--- src/rtl/vram_arbiter_if.sv ---
// Signal bundle for vram_arbiter: CPU port, display fetch port and RAM port.
// Names are from the arbiter's point of view; slave is the arbiter, master is the environment.
interface vram_arbiter_if #(
  parameter int ADDR_W = 16,
  parameter int DATA_W = 32
);
  logic                  i_cpu_req;
  logic                  i_cpu_we;
  logic [ADDR_W-1:0]     i_cpu_addr;
  logic [DATA_W-1:0]     i_cpu_wdata;
  logic [DATA_W/8-1:0]   i_cpu_wstrb;
  logic                  o_cpu_ack;
  logic [DATA_W-1:0]     o_cpu_rdata;
  logic                  i_disp_req;
  logic [ADDR_W-1:0]     i_disp_addr;
  logic                  i_disp_urgent;
  logic                  o_disp_ack;
  logic [DATA_W-1:0]     o_disp_rdata;
  logic                  o_ram_en;
  logic [DATA_W/8-1:0]   o_ram_we;
  logic [ADDR_W-1:0]     o_ram_addr;
  logic [DATA_W-1:0]     o_ram_wdata;
  logic [DATA_W-1:0]     i_ram_rdata;

  modport slave (
    input  i_cpu_req, i_cpu_we, i_cpu_addr, i_cpu_wdata, i_cpu_wstrb,
    input  i_disp_req, i_disp_addr, i_disp_urgent, i_ram_rdata,
    output o_cpu_ack, o_cpu_rdata, o_disp_ack, o_disp_rdata,
    output o_ram_en, o_ram_we, o_ram_addr, o_ram_wdata
  );

  modport master (
    output i_cpu_req, i_cpu_we, i_cpu_addr, i_cpu_wdata, i_cpu_wstrb,
    output i_disp_req, i_disp_addr, i_disp_urgent, i_ram_rdata,
    input  o_cpu_ack, o_cpu_rdata, o_disp_ack, o_disp_rdata,
    input  o_ram_en, o_ram_we, o_ram_addr, o_ram_wdata
  );
endinterface

--- src/rtl/vram_arbiter.sv ---
// Single-port VRAM arbiter between the CPU data bus and the DVI scanline fetcher.
// Optional macro VRAM_ARB_URGENT_EN lets i_disp_urgent override the display burst limit.
module vram_arbiter #(
  parameter int ADDR_W     = 16,
  parameter int DATA_W     = 32,
  parameter int DISP_BURST = 4
) (
  input  logic          i_clk_core,
  input  logic          i_rst_core,
  vram_arbiter_if.slave vram
);
  localparam int STRB_W = DATA_W / 8;
  localparam int RUN_W  = $clog2(DISP_BURST + 1);
  localparam logic [RUN_W-1:0] RUN_MAX = RUN_W'(DISP_BURST);

  typedef enum logic [1:0] {ARB, ISSUE, RESP} state_e;

  state_e              state_q;
  logic [RUN_W-1:0]    disp_run_q;
  logic                grant_disp_q;
  logic                ram_en_q;
  logic [STRB_W-1:0]   ram_we_q;
  logic [ADDR_W-1:0]   ram_addr_q;
  logic [DATA_W-1:0]   ram_wdata_q;
  logic                cpu_ack_q;
  logic                disp_ack_q;

  logic                urgent;
  logic                grant_any_d;
  logic                grant_disp_d;
  logic [RUN_W-1:0]    disp_run_d;

`ifdef VRAM_ARB_URGENT_EN
  assign urgent = vram.i_disp_urgent;
`else
  logic unused_urgent;
  assign unused_urgent = vram.i_disp_urgent;
  assign urgent        = 1'b0;
`endif

  // Grant decision; only consumed while the FSM sits in ARB.
  always_comb begin
    grant_any_d  = vram.i_cpu_req | vram.i_disp_req;
    grant_disp_d = 1'b0;
    if (vram.i_disp_req && !vram.i_cpu_req) begin
      grant_disp_d = 1'b1;
    end else if (vram.i_disp_req && vram.i_cpu_req) begin
      grant_disp_d = urgent || (disp_run_q < RUN_MAX);
    end
    disp_run_d = disp_run_q;
    if (grant_disp_d) begin
      disp_run_d = (disp_run_q == RUN_MAX) ? disp_run_q : disp_run_q + 1'b1;
    end else if (grant_any_d) begin
      disp_run_d = '0;
    end
  end

  always_ff @(posedge i_clk_core) begin
    if (i_rst_core) begin
      state_q      <= ARB;
      disp_run_q   <= '0;
      grant_disp_q <= 1'b0;
      ram_en_q     <= 1'b0;
      ram_we_q     <= '0;
      ram_addr_q   <= '0;
      ram_wdata_q  <= '0;
      cpu_ack_q    <= 1'b0;
      disp_ack_q   <= 1'b0;
    end else begin
      case (state_q)
        ARB: begin
          cpu_ack_q  <= 1'b0;
          disp_ack_q <= 1'b0;
          if (grant_any_d) begin
            state_q      <= ISSUE;
            disp_run_q   <= disp_run_d;
            grant_disp_q <= grant_disp_d;
            ram_en_q     <= 1'b1;
            ram_addr_q   <= grant_disp_d ? vram.i_disp_addr : vram.i_cpu_addr;
            // The display port is read-only, so its grants never carry strobes.
            ram_we_q     <= (!grant_disp_d && vram.i_cpu_we) ? vram.i_cpu_wstrb : '0;
            if (!grant_disp_d) begin
              ram_wdata_q <= vram.i_cpu_wdata;
            end
          end
        end
        ISSUE: begin
          state_q    <= RESP;
          ram_en_q   <= 1'b0;
          ram_we_q   <= '0;
          cpu_ack_q  <= !grant_disp_q;
          disp_ack_q <= grant_disp_q;
        end
        RESP: begin
          state_q    <= ARB;
          cpu_ack_q  <= 1'b0;
          disp_ack_q <= 1'b0;
        end
        default: begin
          state_q    <= ARB;
          ram_en_q   <= 1'b0;
          ram_we_q   <= '0;
          cpu_ack_q  <= 1'b0;
          disp_ack_q <= 1'b0;
        end
      endcase
    end
  end

  assign vram.o_ram_en     = ram_en_q;
  assign vram.o_ram_we     = ram_we_q;
  assign vram.o_ram_addr   = ram_addr_q;
  assign vram.o_ram_wdata  = ram_wdata_q;
  assign vram.o_cpu_ack    = cpu_ack_q;
  assign vram.o_disp_ack   = disp_ack_q;
  // RAM read data arrives in the RESP cycle, aligned with the ack pulse.
  assign vram.o_cpu_rdata  = vram.i_ram_rdata;
  assign vram.o_disp_rdata = vram.i_ram_rdata;
endmodule
--- src/flat_wrapper.sv ---
// flat-port wrapper written by rule: the top's interface ports become plain ports
module vram_arbiter_flat 
#(
  parameter int ADDR_W     = 16,
  parameter int DATA_W     = 32,
  parameter int DISP_BURST = 4
)
  (i_clk_core, i_rst_core, vram_i_cpu_req, vram_i_cpu_we, vram_i_cpu_addr, vram_i_cpu_wdata, vram_i_cpu_wstrb, vram_i_disp_req, vram_i_disp_addr, vram_i_disp_urgent, vram_i_ram_rdata, vram_o_cpu_ack, vram_o_cpu_rdata, vram_o_disp_ack, vram_o_disp_rdata, vram_o_ram_en, vram_o_ram_we, vram_o_ram_addr, vram_o_ram_wdata);
  vram_arbiter_if #(.ADDR_W(ADDR_W), .DATA_W(DATA_W)) vram_i ();
  input  logic i_clk_core;
  input  logic i_rst_core;
  input wire logic [$bits(vram_i.i_cpu_req)-1:0] vram_i_cpu_req;
  input wire logic [$bits(vram_i.i_cpu_we)-1:0] vram_i_cpu_we;
  input wire logic [$bits(vram_i.i_cpu_addr)-1:0] vram_i_cpu_addr;
  input wire logic [$bits(vram_i.i_cpu_wdata)-1:0] vram_i_cpu_wdata;
  input wire logic [$bits(vram_i.i_cpu_wstrb)-1:0] vram_i_cpu_wstrb;
  input wire logic [$bits(vram_i.i_disp_req)-1:0] vram_i_disp_req;
  input wire logic [$bits(vram_i.i_disp_addr)-1:0] vram_i_disp_addr;
  input wire logic [$bits(vram_i.i_disp_urgent)-1:0] vram_i_disp_urgent;
  input wire logic [$bits(vram_i.i_ram_rdata)-1:0] vram_i_ram_rdata;
  output wire logic [$bits(vram_i.o_cpu_ack)-1:0] vram_o_cpu_ack;
  output wire logic [$bits(vram_i.o_cpu_rdata)-1:0] vram_o_cpu_rdata;
  output wire logic [$bits(vram_i.o_disp_ack)-1:0] vram_o_disp_ack;
  output wire logic [$bits(vram_i.o_disp_rdata)-1:0] vram_o_disp_rdata;
  output wire logic [$bits(vram_i.o_ram_en)-1:0] vram_o_ram_en;
  output wire logic [$bits(vram_i.o_ram_we)-1:0] vram_o_ram_we;
  output wire logic [$bits(vram_i.o_ram_addr)-1:0] vram_o_ram_addr;
  output wire logic [$bits(vram_i.o_ram_wdata)-1:0] vram_o_ram_wdata;
  assign vram_i.i_cpu_req = vram_i_cpu_req;
  assign vram_i.i_cpu_we = vram_i_cpu_we;
  assign vram_i.i_cpu_addr = vram_i_cpu_addr;
  assign vram_i.i_cpu_wdata = vram_i_cpu_wdata;
  assign vram_i.i_cpu_wstrb = vram_i_cpu_wstrb;
  assign vram_i.i_disp_req = vram_i_disp_req;
  assign vram_i.i_disp_addr = vram_i_disp_addr;
  assign vram_i.i_disp_urgent = vram_i_disp_urgent;
  assign vram_i.i_ram_rdata = vram_i_ram_rdata;
  assign vram_o_cpu_ack = vram_i.o_cpu_ack;
  assign vram_o_cpu_rdata = vram_i.o_cpu_rdata;
  assign vram_o_disp_ack = vram_i.o_disp_ack;
  assign vram_o_disp_rdata = vram_i.o_disp_rdata;
  assign vram_o_ram_en = vram_i.o_ram_en;
  assign vram_o_ram_we = vram_i.o_ram_we;
  assign vram_o_ram_addr = vram_i.o_ram_addr;
  assign vram_o_ram_wdata = vram_i.o_ram_wdata;
  vram_arbiter #(.ADDR_W(ADDR_W), .DATA_W(DATA_W), .DISP_BURST(DISP_BURST)) u_core (.i_clk_core(i_clk_core), .i_rst_core(i_rst_core), .vram(vram_i));
endmodule
--- config.mk ---
export PLATFORM = sky130hd
export DESIGN_NAME = vram_arbiter_flat
export DESIGN_NICKNAME = d
export VERILOG_FILES = /design/src/rtl/vram_arbiter_if.sv /design/src/rtl/vram_arbiter.sv /design/src/flat_wrapper.sv
export SDC_FILE = /design/constraint.sdc
export NUM_CORES = 1
export LEC_CHECK = 0
export CORE_MARGIN = 2
export CORE_UTILIZATION = 35
export DETAILED_ROUTE_END_ITERATION = 6
export PLACE_DENSITY_LB_ADDON = 0.1
export SLEW_MARGIN = 25
export SYNTH_ARGS = -nofsm -noshare
export SYNTH_HDL_FRONTEND = slang
export SYNTH_SLANG_ARGS = --single-unit
export TNS_END_PERCENT = 5
--- constraint.sdc ---
create_clock -name i_clk_core -period 2.6 [get_ports i_clk_core]
set_clock_uncertainty 0.05 [all_clocks]
set_input_delay 0.39 -clock i_clk_core [delete_from_list [all_inputs] [get_ports i_clk_core]]
set_output_delay 0.39 -clock i_clk_core [all_outputs]
set_load 0.02 [all_outputs]
* Yosys cells after proc, flatten, opt, wreduce, memory -nomap -nowiden
Index checks and enable logic that the tools add are counted.
Cells by class: add/sub/neg operators 1, order comparisons 1, equal/unequal tests 5, muxes and demuxes 12, bitwise operators 4, reductions and logical operators 12
Operators with widths (number):
- $mux 16 | 1
- $mux 4 | 2
- $pmux 4 s2 | 1
- $mux 3 | 2
- $reduce_and 3->1 | 2
- $pmux 2 s2 | 1
- $reduce_and 2->1 | 2
- $add 3x1->3 const B | 1
- $eq 3x3->1 const B | 1
- $logic_and 1x1->1 | 3
- $logic_not 1->1 | 3
- $lt 3x3->1 const B | 1
- $mux 1 | 3
- $not 1->1 | 3
- $eq 2x1->1 const B | 1
- $eq 2x2->1 const B | 1
- $logic_not 2->1 | 1
- $mux 2 | 1
- $ne 2x1->1 const B | 1
- $ne 2x2->1 const B | 1
- $pmux 1 s2 | 1
- $reduce_or 2->1 | 1
- $or 1x1->1 | 1
Word-level totals: register bits after elaboration 61, input port bits 106, output and inout bits 119, word-level logic and storage cells 44

* Depth between registers and ports, before layout
Gate-level depths: netlist of run 1.
depth in word-level cells 8, depth in mapped cells 6

* Least setup slack after synthesis of run 1
No wires, ideal clock.
path kind flip-flop to flip-flop, start register u_core.disp_run_q[2], end register u_core.ram_we_q[2] (netlist: u_core.vram.o_ram_we[2]), library setup time 0.128 ns, arrival 1.113 ns, data required time 2.422 ns, setup slack 1.310 ns, stages on the path, launching flop included 7, cells stage by stage dfxtp_1 -> nand2b_1 -> and3_1 -> buf_6 -> buf_8 -> a32oi_1 -> nor2_1
Between the ends: cells in the longest elaborated chain, start to end 8
Ends and longest elaborated chain:
- start, declared | line vram_arbiter.sv:19 | logic [RUN_W-1:0] disp_run_q;
- start signal, assigned | line vram_arbiter.sv:76 | disp_run_q <= disp_run_d;
- $lt 3x3->1 | line vram_arbiter.sv:48 | grant_disp_d = urgent || (disp_run_q < RUN_MAX);
- $mux 1 | line vram_arbiter.sv:47 | end else if (vram.i_disp_req && vram.i_cpu_req) begin
- $mux 1 | line vram_arbiter.sv:45 | if (vram.i_disp_req && !vram.i_cpu_req) begin
- $logic_not 1->1 | line vram_arbiter.sv:81 | ram_we_q <= (!grant_disp_d && vram.i_cpu_we) ? vram.i_cpu_wstrb : '0;
- $logic_and 1x1->1 | line vram_arbiter.sv:81
- $mux 4 | line vram_arbiter.sv:81
- $mux 4 | line vram_arbiter.sv:74 | if (grant_any_d) begin
- $pmux 4 s2 | line vram_arbiter.sv:70 | case (state_q)
- end signal, assigned | line vram_arbiter.sv:81
- end, declared | line vram_arbiter.sv:22 | logic [STRB_W-1:0] ram_we_q;
Every way passes these cells. The select of a mux whose other input is x is not followed. A chain may end at the register's enable or synchronous reset.

* Final worst setup path of run 1
start input port vram_i_disp_req, end register u_core.ram_wdata_q[28] (netlist: u_core.vram.o_ram_wdata[28])
Between the ends: cells in the longest elaborated chain, start to end 5, elaborated cells on any way between the ends 7, classes of those cells mux (2); bitwise (2); reduce/logical (3)
Ends and longest elaborated chain:
- start, declared | line flat_wrapper.sv:17 | input wire logic [$bits(vram_i.i_disp_req)-1:0] vram_i_disp_req;
- $logic_and 1x1->1 | line vram_arbiter.sv:47
- $mux 1 | line vram_arbiter.sv:47
- $mux 1 | line vram_arbiter.sv:45
- $not 1->1 (no source line)
- $reduce_and 3->1 (no source line) (*)
- end signal, assigned | line vram_arbiter.sv:83 | ram_wdata_q <= vram.i_cpu_wdata;
- end, declared | line vram_arbiter.sv:24 | logic [DATA_W-1:0] ram_wdata_q;
Every way passes the cells marked *; elsewhere a longest branch is shown, timed or not.

==> impl_metrics.yaml, run 1 <==
pwr:
  comb_power_share_pct: 19.8
  powerDensity_nw_per_um2: 587
  power.leakage_nw: 1.35
  swShare_pct: 27.4
  p_int_mw: 1.62
  p_switching_uw: 612
  sequentialPowerShare_pct: 45.6
  ir_drop_uv: 299
  clkPwrFrac_pct: 34.6
worst_setup_path:
  cp_slowest_cell: "clkdlybuf4s50_1"
  start_kind: "input port"
  end_kind: "flop"
  crit_type: "in2reg"
  cp_max_fo: 37
  critical_path_arrival_ns: 1.98
  max_stage_delay_ns: 0.52
  crit_required_ns: 2.80
  critPathBufInv: 2
  crit_chain: "clkdlybuf4s50_1 > nand2b_1 > and3_2 > buf_12 > nand2_1 > a21oi_1"
  critical_path.top_delay_family: "buffers and inverters"
clocking:
  h-tree-depth: 3
  root_buffer: "clkbuf_8"
  clk-insertion-delay-late_ns: 0.32
  clkSlewWorstSetupHoldPaths_ns: 0.07
  numCtsBuffers: 9
  post_cts_buffers: 0
  post_cts_resized: 0
  clock_path_buffers: 2
  cts_tree: "built"
  clock_sinks: 61
  cts_hold_buffers: 0
grt:
  grt_pass1_vias: 2208
  grt_max_degree: 38
  antenna_found_initial: 0
  grt_pass1_wl_mm: 11.1
  grtUsageTotal_pct: 16.3
  overflow: 0
outcome:
  outcome: "finished clean"
die:
  die_h_um: 93.0
  core_area_um2: 7690
  initial_utilization_pct: 36.1
  dieArea_um2: 8650
  die-width_um: 93.0
  num_rows: 32
  ios: 225
synthesis:
  ys_seq_area_share_pct: 44.1
  syn_area_per_cell_um2: 8.37
  synthCells: 331
  synth_area_um2: 2770
  synth_cell_type_count: 26
  ys_ff_latch: 61
  synth_nets: 439
  yosysWarnings: 0
sta:
  worst_pin_slew_ns: 0.654
  rsz0062_at_grt: "no"
  setup_violations: 0
  slew_headroom_pct: 56.4
  tns_ns: 0
  fin_crit_ns: 1.78
  hold_violations: 0
  timing.final.crit_share_pct: 68.5
  max_freq_mhz: 562
  final_max_slew_viol_count: 0
placement:
  dp_cells: 483
  gp_congestion: 0.685
  dpl.hpwl_mm: 4.93
  place.port_buffers: 127
finish:
  area_growth_pct: 37.1
  antenna_cells: 0
  drive_above_1_share_pct: 7.30
  instances_no_fill: 499
  num-nets-final: 500
detailed_routing:
  wl_per_cell_um: 14.4
  first_pass_iters: 4
  drc: 0
  dr_total_vias: 2326
  drt-total-wl_mm: 7.20
  ant_nets: 0
  drt_iter0_markers: 46
  vias_per_cell: 4.66
worst_hold_path:
  worstHoldPathType: "reg2reg"
flow_run:
  maxCapViolCount: 0
[kinds of logic (layout without fill, tap and decap cells)]
family,count (synthesis),after routing,synth area share [%]
AND/OR/NAND/NOR,103,103,15.4
buffers and inverters,87,153,22.9
AO/OA/AOI/OAI,78,78,16.7
flip-flops,61,61,44.1
adder cells (fa/ha/maj),2,2,0.903
[flip-flops by register name (all words and copies together) (netlist names)]
register	count
u_core.vram.o_disp_ack	1
u_core.disp_run_q	3
u_core.vram.o_cpu_ack	1
u_core.grant_disp_q	1
u_core.vram.o_ram_en	1
u_core.vram.o_ram_wdata	32
u_core.vram.o_ram_addr	16
u_core.state_q	2
u_core.vram.o_ram_we	4
[metal layers]
metal / global-route usage (%) / wire, µm
met1: 19.7 / 3050
met5: 0 / 0
met2: 27.2 / 3530
met3: 4.27 / 460
met4: 7.35 / 157
[cells in the final DEF (no fill, tap or decap)]
cell / n
clkdlybuf4s50_1: 126
nand2_1: 83
dfxtp_1: 61
a21oi_1: 51
a22oi_1: 16
clkbuf_8: 11
nor2_1: 7
buf_4: 6
a32oi_1: 5
clkinvlp_4: 4
inv_1: 3
nand2b_1: 2
o21ai_0: 2
nand3_1: 2
nor3b_1: 2
and2_1: 2
ha_1: 2
nor2_4: 1
and3_2: 1
o21ai_2: 1
and3_1: 1
o21ba_2: 1
a21boi_0: 1
nor2b_1: 1
nand4b_1: 1
a211oi_2: 1
clkinv_2: 1
buf_2: 1
buf_12: 1
[power groups by stage]
stage | Sequential (mW) | Combinational, mW | Clock [mW]
3_5_place_dp | 1.04 | 0.446 | 0
2_1_floorplan | 1.10 | 0.294 | 0
5_1_grt | 1.02 | 0.479 | 0.850
3_3_place_gp | 1.04 | 0.445 | 0
4_1_cts | 1.02 | 0.449 | 0.806
6_report | 1.02 | 0.442 | 0.771
[path summary, 6_finish.rpt]
check	from	to	slack, ns	cells past startpoint
max	vram_i_disp_req	u_core.vram.o_ram_wdata[28]$_SDFFE_PP0P_	0.82	6
min	u_core.vram.o_ram_wdata[1]$_SDFFE_PP0P_	u_core.vram.o_ram_wdata[1]$_SDFFE_PP0P_	0.40	2
max reg2reg	u_core.disp_run_q[2]$_SDFFE_PP0P_	u_core.vram.o_ram_wdata[28]$_SDFFE_PP0P_	1.00	5
min reg2reg	u_core.vram.o_ram_wdata[1]$_SDFFE_PP0P_	u_core.vram.o_ram_wdata[1]$_SDFFE_PP0P_	0.40	2
[worst min-delay path: cells and delay by family, from the launching register on]
kind,cells,cell delay [ns]
DFF,1,0.31
and+or+nand+nor,1,0.05
AOI/OAI and AO/OA,1,0.05
[cells in the mapped netlist, drive strengths merged]
library cell  instances  share of area [%]
buf                  79                 22
and2                  2               0.45
a21oi                51                9.2
nor3b                 2               0.54
nand4b                1               0.32
a211oi                1               0.45
o21ba                 1               0.36
inv                   3               0.41
a22oi                16                4.3
ha                    2               0.90
a32oi                 5                1.6
nor2b                 1               0.23
nand2                83                 11
nand2b                2               0.45
o21ai                 3               0.54
nor2                  8                1.4
dfxtp                61                 44
and3                  2               0.45
a21boi                1               0.27
nand3                 2               0.36
clkbuf                5               0.68
[layout make-up]
cell class / instances / area [µm²]
Clock buffer: 11 / 151
Timing Repair Buffer: 134 / 1330
Multi-Input combinational cell: 183 / 921
Sequential cell: 61 / 1220
Inverter: 3 / 11.3
Tap cell: 102 / 128
Clock inverter: 5 / 35.0
Fill cell: 744 / 3890
[stage by stage]
| stage | utilization (%) | instance area (µm²) | power, mW | setup WS (ns) | hold slack, ns |
|---|---|---|---|---|---|
| 5_1_grt | 49.4 | 3800 | 2.35 | 0.690 | 0.417 |
| 3_3_place_gp | 47.0 | 3610 | 1.48 | 0.507 | 0.391 |
| 3_5_place_dp | 47.0 | 3610 | 1.49 | 0.451 | 0.397 |
| 2_1_floorplan | - | 2770 | 1.39 | 1.31 | 0.380 |
| 4_1_cts | 49.4 | 3800 | 2.27 | 0.819 | 0.407 |
| 6_report | 49.4 | 3800 | 2.23 | 0.820 | 0.404 |
No activity file was read; power rests on OpenSTA's default activity.
==> run 2, diff against run 1 <==
--- a/config.mk
+++ b/config.mk
@@ -6,7 +6,7 @@
 export NUM_CORES = 1
 export LEC_CHECK = 0
 export CORE_MARGIN = 2
-export CORE_UTILIZATION = 35
+export CORE_UTILIZATION = 30
 export DETAILED_ROUTE_END_ITERATION = 6
 export PLACE_DENSITY_LB_ADDON = 0.1
 export SLEW_MARGIN = 25
==> constraint.sdc (replaced) <==
create_clock -name i_clk_core -period 1.5 [get_ports i_clk_core]
set_clock_uncertainty 0.05 [all_clocks]
set_input_delay 0.225 -clock i_clk_core [delete_from_list [all_inputs] [get_ports i_clk_core]]
set_output_delay 0.225 -clock i_clk_core [all_outputs]
set_load 0.02 [all_outputs]
==> impl_metrics.yaml, run 2 (same netlist as run 1, synthesis figures left out) <==
worst_setup_path:
  end_kind: "flop"
  cp_max_fo: 6
  crit_chain: "nand2b_1 > and3_2 > buf_4 > a32oi_1 > nor2_1"
  crit_type: "reg2reg"
  max_stage_delay_ns: 0.35
  crit_required_ns: 1.68
  start_kind: "flop"
  critical_path_arrival_ns: 1.55
  cp_slowest_cell: "dfxtp_1"
die:
  dieArea_um2: 10000
  die-width_um: 100
  ios: 225
  initial_utilization_pct: 30.4
  core_area_um2: 9110
  num_rows: 35
  die_h_um: 100
placement:
  dp_cells: 501
  post_dp_cell_area_um2: 3730
  gp_congestion: 0.684
  dpl.hpwl_mm: 5.46
  place.port_buffers: 127
sta:
  rsz0062_at_grt: "no"
  timing.final.crit_share_pct: 91.8
  slew_headroom_pct: 74.0
  whs_ns: 0.242
  worst_pin_slew_ns: 0.390
  fin_crit_ns: 1.38
  max_freq_mhz: 726
  hold_violations: 0
  setup_violations: 0
  final_max_slew_viol_count: 0
clocking:
  h-tree-depth: 3
  cts_hold_buffers: 0
  clk-insertion-delay-late_ns: 0.33
  cts_tree: "built"
  clock_path_buffers: 2
  clkSlewWorstSetupHoldPaths_ns: 0.07
  root_buffer: "clkbuf_8"
  clock_sinks: 61
  numCtsBuffers: 9
flow_run:
  maxCapViolCount: 0
finish:
  n_fill_cell: 966
  area_growth_pct: 39.5
  num-nets-final: 509
  instances_no_fill: 517
  seq_area_um2: 1220
  drive_above_1_share_pct: 8.87
  final_cell_mix: "nand2_1, clkdlybuf4s50_1, dfxtp_1"
  final_common_cell: "nand2_1"
  multi_input_area_um2: 921
  antenna_cells: 0
  largest_reg_flops: 32
  fin_area_um2: 3870
detailed_routing:
  wl_met1_mm: 3.09
  wl_per_cell_um: 14.8
  first_pass_iters: 4
  routed.top_layer: "met4"
  drc: 0
  wl_met2_mm: 3.79
  vias_per_cell: 4.57
  drt-total-wl_mm: 7.64
  dr_total_vias: 2363
  drt_iter0_markers: 69
  met3_length_um: 535
  ant_nets: 0
grt:
  grt_pass1_wl_mm: 11.7
  grt_pass1_vias: 2297
  antenna_found_initial: 0
  overflow: 0
  grt_max_degree: 33
  grtUsageTotal_pct: 15.3
outcome:
  outcome: "finished clean"
pwr:
  ir_drop_uv: 496
  power.leakage_nw: 1.66
  powerDensity_nw_per_um2: 1050
worst_hold_path:
  worstHoldPathType: "in2reg"
[run 2: changes by cell type in the layout (fill, tap and decap cells not counted), sizes merged]
cell / previous run / this run
dlygate4sd2: 0 / 55
bufinv: 0 / 2
clkinv: 1 / 3
clkinvlp: 4 / 0
buf: 8 / 17
clkdlybuf4s50: 126 / 71
[run 2: per-stage QoR]
stage	worst slack, ns	util, %	TNS (ns)	total power, mW
4_1_cts	0.108	42.4	0	4.17
5_1_grt	0.00451	42.4	0	4.31
3_5_place_dp	-0.155	40.9	-3.38	2.63
3_3_place_gp	-0.118	40.9	-2.34	2.62
2_1_floorplan	0.210	-	0	2.41
6_report	0.123	42.4	0	4.08
[run 2: final cells by class]
cell class              instances  share of cell area (%)
inverters                       3                   0.291
flip-flops and latches         61                    31.6
clock buffers                  11                    3.40
clock inverters                 5                    1.94
repair buffers                143                    35.4
well taps                     111                    3.59
multi-input cells             183                    23.8
[run 2: routing by layer]
metal,track usage (%),vias up
met4,7.90,0
met5,0,-
li1,-,1170
met3,5.01,40
met2,26.5,76
met1,16.6,1077
[run 2: final timing paths]
kind,startpoint,to,slack [ns],depth (start not counted)
min reg2reg,u_core.grant_disp_q$_SDFFE_PP0P_,u_core.vram.o_disp_ack$_SDFF_PP0_,0.40,1
max reg2reg,u_core.disp_run_q[2]$_SDFFE_PP0P_,u_core.vram.o_ram_we[1]$_SDFFE_PP0P_,0.12,5
max,u_core.disp_run_q[2]$_SDFFE_PP0P_,u_core.vram.o_ram_we[1]$_SDFFE_PP0P_,0.12,5
min,i_rst_core,u_core.state_q[0]$_SDFFE_PP0P_,0.24,2
[run 2: timing repair]
item,CTS,global route
gates resized for setup,55,0
buffers inserted,0,0
setup endpoints to repair,55,0
[run 2: critical path, delay by kind of cell (launching register included)]
family	cells	cell delay, ns
AOI/OAI and AO/OA	1	0.19
buffers and inverters	1	0.17
DFF	1	0.35
and+or+nand+nor	3	0.51
[run 2: power by group]
part / internal [mW] / switching [mW]
combinational: 0.389 / 0.369
sequential: 1.71 / 0.0467
clock: 0.928 / 0.628
total: 3.03 / 1.04
